==> config.mk <==
export PLATFORM = sky130hd
export DESIGN_NAME = buf_ram_arb_flat
export DESIGN_NICKNAME = d
export VERILOG_FILES = /design/src/rtl/buf_ram_arb_if.sv /design/src/rtl/buf_ram_arb.sv /design/src/flat_wrapper.sv
export SDC_FILE = /design/constraint.sdc
export NUM_CORES = 1
export LEC_CHECK = 0
export CORE_ASPECT_RATIO = 1.5
export CORE_MARGIN = 10
export CORE_UTILIZATION = 18
export DETAILED_ROUTE_END_ITERATION = 7
export HOLD_SLACK_MARGIN = 0.12
export PLACE_DENSITY = 0.81
export SLEW_MARGIN = 20
export SYNTH_ARGS = -nofsm -noshare
export SYNTH_HDL_FRONTEND = slang
export SYNTH_SLANG_ARGS = --single-unit
==> constraint.sdc <==
create_clock -name clk -period 1.11 [get_ports clk]
set_input_delay 0.111 -clock clk [delete_from_list [all_inputs] [get_ports clk]]
set_output_delay 0.111 -clock clk [all_outputs]
set_load 0.005 [all_outputs]
==> src/rtl/buf_ram_arb_if.sv <==
// Requester, response and RAM-pin bundle for the two-client RAM arbiter.
interface buf_ram_arb_if #(
  parameter int AW = 9,
  parameter int DW = 8
);
  logic          req0_valid;
  logic          req0_wen;
  logic [AW-1:0] req0_addr;
  logic [DW-1:0] req0_wdata;
  logic          req0_ready;
  logic          rsp0_valid;
  logic [DW-1:0] rsp0_rdata;

  logic          req1_valid;
  logic          req1_wen;
  logic [AW-1:0] req1_addr;
  logic [DW-1:0] req1_wdata;
  logic          req1_ready;
  logic          rsp1_valid;
  logic [DW-1:0] rsp1_rdata;

  logic          ram_wen;
  logic [AW-1:0] ram_addr;
  logic [DW-1:0] ram_wdata;
  logic [DW-1:0] ram_rdata;

  modport slave (
    input  req0_valid, req0_wen, req0_addr, req0_wdata,
    output req0_ready, rsp0_valid, rsp0_rdata,
    input  req1_valid, req1_wen, req1_addr, req1_wdata,
    output req1_ready, rsp1_valid, rsp1_rdata,
    output ram_wen, ram_addr, ram_wdata,
    input  ram_rdata
  );

  modport master (
    output req0_valid, req0_wen, req0_addr, req0_wdata,
    input  req0_ready, rsp0_valid, rsp0_rdata,
    output req1_valid, req1_wen, req1_addr, req1_wdata,
    input  req1_ready, rsp1_valid, rsp1_rdata,
    input  ram_wen, ram_addr, ram_wdata,
    output ram_rdata
  );
endinterface

==> src/rtl/buf_ram_arb.sv <==
// Two-client arbiter for one single-port sync-read RAM; one grant per cycle,
// round-robin (RR=1) or requester-0 fixed priority (RR=0), read data one cycle later.
module buf_ram_arb #(
  parameter int AW = 9,
  parameter int DW = 8,
  parameter int RR = 1
) (
  input logic           clk,
  input logic           rst,
  buf_ram_arb_if.slave  bus
);

  logic          gnt0;
  logic          gnt1;
  logic          last_gnt;
  logic          rd_pend0;
  logic          rd_pend1;
  logic [AW-1:0] addr_mux;
  logic [DW-1:0] wdata_mux;

  // last_gnt==0 means requester 0 was served last, so 1 wins the next contention.
  always_comb begin
    gnt0 = 1'b0;
    gnt1 = 1'b0;
    if (!rst) begin
      if (bus.req0_valid && bus.req1_valid) begin
        if ((RR != 0) && !last_gnt) gnt1 = 1'b1;
        else                        gnt0 = 1'b1;
      end else begin
        gnt0 = bus.req0_valid;
        gnt1 = bus.req1_valid;
      end
    end
  end

  assign addr_mux  = gnt1 ? bus.req1_addr  : bus.req0_addr;
  assign wdata_mux = gnt1 ? bus.req1_wdata : bus.req0_wdata;

  assign bus.req0_ready = gnt0;
  assign bus.req1_ready = gnt1;
  assign bus.ram_wen    = (gnt0 && bus.req0_wen) || (gnt1 && bus.req1_wen);
  assign bus.ram_addr   = addr_mux;
  assign bus.ram_wdata  = wdata_mux;

  always_ff @(posedge clk) begin
    if (rst) begin
      last_gnt <= 1'b1;
      rd_pend0 <= 1'b0;
      rd_pend1 <= 1'b0;
    end else begin
      if (gnt0)      last_gnt <= 1'b0;
      else if (gnt1) last_gnt <= 1'b1;
      rd_pend0 <= gnt0 && !bus.req0_wen;
      rd_pend1 <= gnt1 && !bus.req1_wen;
    end
  end

  // A read accepted just before reset rises must not report in the reset cycle.
  assign bus.rsp0_valid = rd_pend0 && !rst;
  assign bus.rsp1_valid = rd_pend1 && !rst;
  assign bus.rsp0_rdata = bus.ram_rdata;
  assign bus.rsp1_rdata = bus.ram_rdata;

endmodule

==> src/flat_wrapper.sv <==
// flat-port wrapper written by rule: the top's interface ports become plain ports
module buf_ram_arb_flat 
#(
  parameter int AW = 9,
  parameter int DW = 8,
  parameter int RR = 1
)
  (clk, rst, bus_req0_valid, bus_req0_wen, bus_req0_addr, bus_req0_wdata, bus_req0_ready, bus_rsp0_valid, bus_rsp0_rdata, bus_req1_valid, bus_req1_wen, bus_req1_addr, bus_req1_wdata, bus_req1_ready, bus_rsp1_valid, bus_rsp1_rdata, bus_ram_wen, bus_ram_addr, bus_ram_wdata, bus_ram_rdata);
  buf_ram_arb_if #(.AW(AW), .DW(DW)) bus_i ();
  input logic clk;
  input logic rst;
  input wire logic [$bits(bus_i.req0_valid)-1:0] bus_req0_valid;
  input wire logic [$bits(bus_i.req0_wen)-1:0] bus_req0_wen;
  input wire logic [$bits(bus_i.req0_addr)-1:0] bus_req0_addr;
  input wire logic [$bits(bus_i.req0_wdata)-1:0] bus_req0_wdata;
  output wire logic [$bits(bus_i.req0_ready)-1:0] bus_req0_ready;
  output wire logic [$bits(bus_i.rsp0_valid)-1:0] bus_rsp0_valid;
  output wire logic [$bits(bus_i.rsp0_rdata)-1:0] bus_rsp0_rdata;
  input wire logic [$bits(bus_i.req1_valid)-1:0] bus_req1_valid;
  input wire logic [$bits(bus_i.req1_wen)-1:0] bus_req1_wen;
  input wire logic [$bits(bus_i.req1_addr)-1:0] bus_req1_addr;
  input wire logic [$bits(bus_i.req1_wdata)-1:0] bus_req1_wdata;
  output wire logic [$bits(bus_i.req1_ready)-1:0] bus_req1_ready;
  output wire logic [$bits(bus_i.rsp1_valid)-1:0] bus_rsp1_valid;
  output wire logic [$bits(bus_i.rsp1_rdata)-1:0] bus_rsp1_rdata;
  output wire logic [$bits(bus_i.ram_wen)-1:0] bus_ram_wen;
  output wire logic [$bits(bus_i.ram_addr)-1:0] bus_ram_addr;
  output wire logic [$bits(bus_i.ram_wdata)-1:0] bus_ram_wdata;
  input wire logic [$bits(bus_i.ram_rdata)-1:0] bus_ram_rdata;
  assign bus_i.req0_valid = bus_req0_valid;
  assign bus_i.req0_wen = bus_req0_wen;
  assign bus_i.req0_addr = bus_req0_addr;
  assign bus_i.req0_wdata = bus_req0_wdata;
  assign bus_req0_ready = bus_i.req0_ready;
  assign bus_rsp0_valid = bus_i.rsp0_valid;
  assign bus_rsp0_rdata = bus_i.rsp0_rdata;
  assign bus_i.req1_valid = bus_req1_valid;
  assign bus_i.req1_wen = bus_req1_wen;
  assign bus_i.req1_addr = bus_req1_addr;
  assign bus_i.req1_wdata = bus_req1_wdata;
  assign bus_req1_ready = bus_i.req1_ready;
  assign bus_rsp1_valid = bus_i.rsp1_valid;
  assign bus_rsp1_rdata = bus_i.rsp1_rdata;
  assign bus_ram_wen = bus_i.ram_wen;
  assign bus_ram_addr = bus_i.ram_addr;
  assign bus_ram_wdata = bus_i.ram_wdata;
  assign bus_i.ram_rdata = bus_ram_rdata;
  buf_ram_arb #(.AW(AW), .DW(DW), .RR(RR)) u_core (.clk(clk), .rst(rst), .bus(bus_i));
endmodule
### After elaboration in Yosys (flattened, before gate mapping)

Index checks and enable logic that the tools add are counted.

* reductions and logical operators: 12
* multiplexer cells: 10

Operator list (number)
* $mux W9: 1
* $mux W1: 8
* $mux W8: 1
* $logic_and A1 B1 Y1: 7
* $logic_not A1 Y1: 3
* $reduce_bool A2 Y1: 1
* $logic_or A1 B1 Y1: 1

* register bits after elaboration: 3
* logic and storage cells: 25
* output and inout bits: 38
* bits of input ports: 48

### Depth between registers and ports, before layout

Gate-level depths: netlist of the first run.

* depth after elaboration: 5
* mapped depth: 4
* gate-level depth less buffers: 3

### Least setup slack after synthesis of the first run

No wires, ideal clock.

* path type: register -> output
* start point: register u_core.last_gnt
* end point: output bus_ram_addr[0]
* data required time: 0.999 ns
* slack: -0.065 ns
* cell stages (with the launch flop): 5
* buffers on the path: 1
* arrival: 1.064 ns
* path through: dfxtp_1 nand2_1 nor3b_4 buf_6 mux2_2

* word-level cells in the longest chain between the ends: 4

Ends and longest elaborated chain
* start, declared: line buf_ram_arb.sv:15 `logic last_gnt;`
* start signal, assigned: line buf_ram_arb.sv:47 `last_gnt <= 1'b1;`
* start signal, assigned: line buf_ram_arb.sv:51 `if (gnt0) last_gnt <= 1'b0;`
* start signal, assigned: line buf_ram_arb.sv:52 `else if (gnt1) last_gnt <= 1'b1;`
* $mux W1: line buf_ram_arb.sv:27 `if ((RR != 0) && !last_gnt) gnt1 = 1'b1;`
* $mux W1: line buf_ram_arb.sv:26 `if (bus.req0_valid && bus.req1_valid) begin`
* $mux W1: line buf_ram_arb.sv:25 `if (!rst) begin`
* $mux W9: line buf_ram_arb.sv:36 `assign addr_mux = gnt1 ? bus.req1_addr : bus.req0_addr;`
* end, declared: line flat_wrapper.sv:27 `output wire logic [$bits(bus_i.ram_addr)-1:0] bus_ram_addr;`

No other way between the ends.

### Worst setup path in the final report of the first run

* start point: register u_core.last_gnt
* end point: output bus_ram_wdata[5]

* word-level cells in the longest chain between the ends: 4

Ends and longest elaborated chain
* $mux W1: line buf_ram_arb.sv:27
* $mux W1: line buf_ram_arb.sv:26
* $mux W1: line buf_ram_arb.sv:25
* $mux W8: line buf_ram_arb.sv:37 `assign wdata_mux = gnt1 ? bus.req1_wdata : bus.req0_wdata;`
* end, declared: line flat_wrapper.sv:28 `output wire logic [$bits(bus_i.ram_wdata)-1:0] bus_ram_wdata;`

No other way between the ends.

==> summary.md, run 1 <==
| Metric | Value |
|---|---|
| Failing checks | negative setup slack |
| DR WL/cell | 19.0 microns |
| Top cell types by occurrence after synthesis | buf_4 (16), mux2_2 (16), dfxtp_1 (3), nor2b_1 (3) |
| Start of the worst register-to-register path | u_core.last_gnt |
| # diodes | 0 |
| Clock-pin slew on the worst setup and hold paths | 30 ps |
| Number of synthesis warnings | 0 |
| Critical Path Sink Type | output pin |
| FFs w/ async S/R, synth | 0% |
| Hold_sp | bus_ram_rdata[6] |
| Final GP Congestion | 0.783 |
| M1 GR Usage | 7.53% |
| Layout cell share with drive strength beyond 1 | 55.8% |
| Pwr Density | 713 nW/um^2 |
| Post-route ant nets | 0 |
| Comb pwr share | 52.3% |
| Max_cap viols | 0 |
| FF-to-FF End | u_core.rd_pend1 |
| CP Class | flop to output pin |
| CTS Buffer Depth | 2 |
| Crit path launch type | flop |
| Vias in the first global route | 772 |
| Min Tclk post-route | 1650 ps |
| Worst EP arrival | 1540 ps |
| First-pass GRT wire length | 4000 microns |
| Fin Hold WS | 222 ps |
| DRC viols | 0 |
| Max VDD drop | 0.460 mV |
| Top cell type by total area after synthesis | mux2_2 |
| FF-to-FF path depth | 7 |
| Pint | 705 uW |
| Sw frac | 23.8% |
| WL final | 2840 microns |
| CP Cell Sequence | nand2_2 > nor3b_4 > buf_6 > buf_6 > mux2_4 > buf_6 |
| Largest family of logic cells by synthesized area | multiplexers |
| Initial Utilization | 18.4% |
| CTS tree | yes |
| Io pins | 86 |
| Layer with the highest usage | met2 |
| Area Overhead vs Synth | 169% |
| Initial antenna violation count | 0 |
| F_max | 604 MHz |
| Initial DRC count | 12 |
| Placeable Area | 2620 sq um |
| Area of the mapped netlist | 483 sq um |
| Final setup fails | 21 |
| Post-synthesis mux area share | 40.4% |
| Total die area | 5200 sq um |
| Fin worst setup slack | -544 ps |
| Cells after Synth | 51 |
| Synth top area cells | mux2_2 (37%), buf_4 (25%), dfxtp_1 (12%) |
| EDFF count, synth | 0 |
| Post-synthesis simple-gate area fraction | 13.0% |
| Clock tree root driver cell | clkbuf_8 |
| Mean Syn Cell Area | 9.47 sq um |
| XOR/XNOR share of the synthesized area | 0% |
| Global route overflow | 0 |
| Crit-path max cell delay | 320 ps |
| Post-layout util | 49.6% |
| Worst hold path stage count | 0 |
| P_leak | 0.000582 uW |
| Clk sink count | 3 |
| Hold endpoint | bus_rsp0_rdata[6] |
| Synth top area share | 37.3% |
| Nets | 162 |
| Cell variety after synth | 14 |
| Reg power frac | 12.6% |
| Net Sw Power | 221 uW |
| I/O Buffers | 61 |
| Via/cell ratio | 4.25 |
| Fin. max-slew vios | 0 |
| Prevailing post-synth register cell | dfxtp_1 |
| Critical Path Fanout Max | 5 |
| Slew @ Worst Pin | 209 ps |
| Die X | 62.3 microns |
| Dpl hpwl | 2180 microns |
| Critical path's slowest cell | dfxtp_2 |
| Worst slew margin | 86.0% |
| Most common cell on crit path | buf_6 |
| GRT Resource Usage Total | 9.99% |
| Total power | 926 uW |
| Met2 usage | 16.6% |
| RSZ-0062 raised after global routing | yes |
| Clock Latency Late Sink | 220 ps |
| Hold Fails Final Rpt | 0 |
| Depth of the CTS H-tree | 1 |
| Final Cycle Share | 149% |
| FF-to-FF setup slack | -140 ps |
| Compound-cell area share of the yosys netlist | 3.89% |
| Largest net degree at the start of global routing | 7 |
| Synth Area in Adders | 0% |
| Cts hold-fix bufs | 0 |
| Clk_skew | 4.43 ps |
| Clock Power Share | 35.1% |
| Die Height | 83.4 microns |
| Num CTS Buffers | 3 |
| 1st-pass router iterations | 2 |
| FF+latch count, synth | 3 |
| Post-synthesis sequential area ratio | 12.4% |
| CP Data Required Time | 1000 ps |
| Net Count, Synth | 99 |
| GR met3 Demand/Resource | 9.81% |
| DR vias | 637 |
| HP Class | input pin to output pin |
| Outcome | finished, violations left |
| FP Rows | 23 |
[worst max-delay path, delay by kind of cell (launching register included)]
| family | cells | cell delay, ps |
|---|---|---|
| muxes | 1 | 310 |
| and+or+nand+nor | 2 | 300 |
| DFF | 1 | 320 |
| buffers and inverters | 3 | 390 |
[registers in the layout (all words and copies together) (netlist names)]
| name | count |
|---|---|
| u_core.last_gnt | 1 |
| u_core.rd_pend0 | 1 |
| u_core.rd_pend1 | 1 |
[kinds of logic after synthesis]
group,after synthesis
buffers and inverters,19
muxes,17
DFF,3
and+or+nand+nor,9
AOI/OAI and AO/OA,3
[timing repair]
action,4_1_cts,5_1_grt
buffers inserted,3,5
gates cloned,2,0
endpoints found under the setup margin,22,21
resized for setup,122,13
pin swaps,2,1
endpoints found under the hold margin,0,0
[metrics by stage]
stage	cell area (sq um)	setup TNS, ps	std cells	worst slack (ps)
6_report	1300	-10160	150	-544
5_1_grt	1300	-11140	150	-591
4_1_cts	1230	-9290	145	-519
3_5_place_dp	1070	-17550	136	-888
3_3_place_gp	1070	-17680	136	-896
2_1_floorplan	517	-1010	51	-59.9
[placed cells by master, fill, tap and decap left out, types with 2 or more instances in the layout]
master,netlist,final
nor2b_1,3,2
nand2b_1,2,2
buf_4,16,4
buf_2,0,2
mux2_4,1,17
clkdlybuf4s50_1,0,36
clkbuf_8,0,3
dfxtp_1,3,2
buf_6,2,28
dlygate4sd2_1,0,4
[power by group through the flow]
stage / clock network, uW / registers [uW] / logic [uW]
final: 325 / 117 / 484
after global placement: 0 / 117 / 392
after detailed placement: 0 / 117 / 396
after global routing: 354 / 118 / 513
after floorplan: 0 / 117 / 166
after CTS: 332 / 116 / 453
[per-layer routing]
metal	up-vias	share of wire, %
met1	280	32
met3	9	19
met2	68	47
li1	280	-
met4	0	1.5
met5	-	0
[worst max path at each step]
stage,startpoint,end,slack [ps]
4_1_cts,u_core.last_gnt,bus_ram_wdata[7],-520
5_1_grt,u_core.last_gnt,bus_ram_wdata[5],-590
6_report,u_core.last_gnt,bus_ram_wdata[5],-540
3_5_place_dp,bus_req1_valid,bus_ram_wdata[7],-890
3_3_place_gp,bus_req1_valid,bus_ram_wdata[5],-900
2_1_floorplan,u_core.last_gnt,bus_ram_addr[0],-60
[cell type report]
cell class	instances	area (sq um)
fillers	235	1320
multi-input cells	29	367
inverters	1	3.75
flip-flops and latches	3	61.3
clock buffers	4	45.0
repair buffers	76	776
well taps	37	46.3
(Power assumes the default switching activity.)
==> inputs of run 2 (changes only) <==
--- a/config.mk
+++ b/config.mk
@@ -5,6 +5,7 @@
 export SDC_FILE = /design/constraint.sdc
 export NUM_CORES = 1
 export LEC_CHECK = 0
+export ABC_CLOCK_PERIOD_IN_PS = 1110
 export CORE_ASPECT_RATIO = 1.5
 export CORE_MARGIN = 10
 export CORE_UTILIZATION = 18
==> results of run 2 <==
The final DEF is identical to that of run 1; final timing and power are the same.
==> inputs of run 3 (changes only) <==
--- a/config.mk
+++ b/config.mk
@@ -6,6 +6,7 @@
 export NUM_CORES = 1
 export LEC_CHECK = 0
 export ABC_CLOCK_PERIOD_IN_PS = 1110
+export CAP_MARGIN = 15
 export CORE_ASPECT_RATIO = 1.5
 export CORE_MARGIN = 10
 export CORE_UTILIZATION = 18
==> results of run 3 <==
The final DEF is identical to that of run 1; final timing and power are the same.
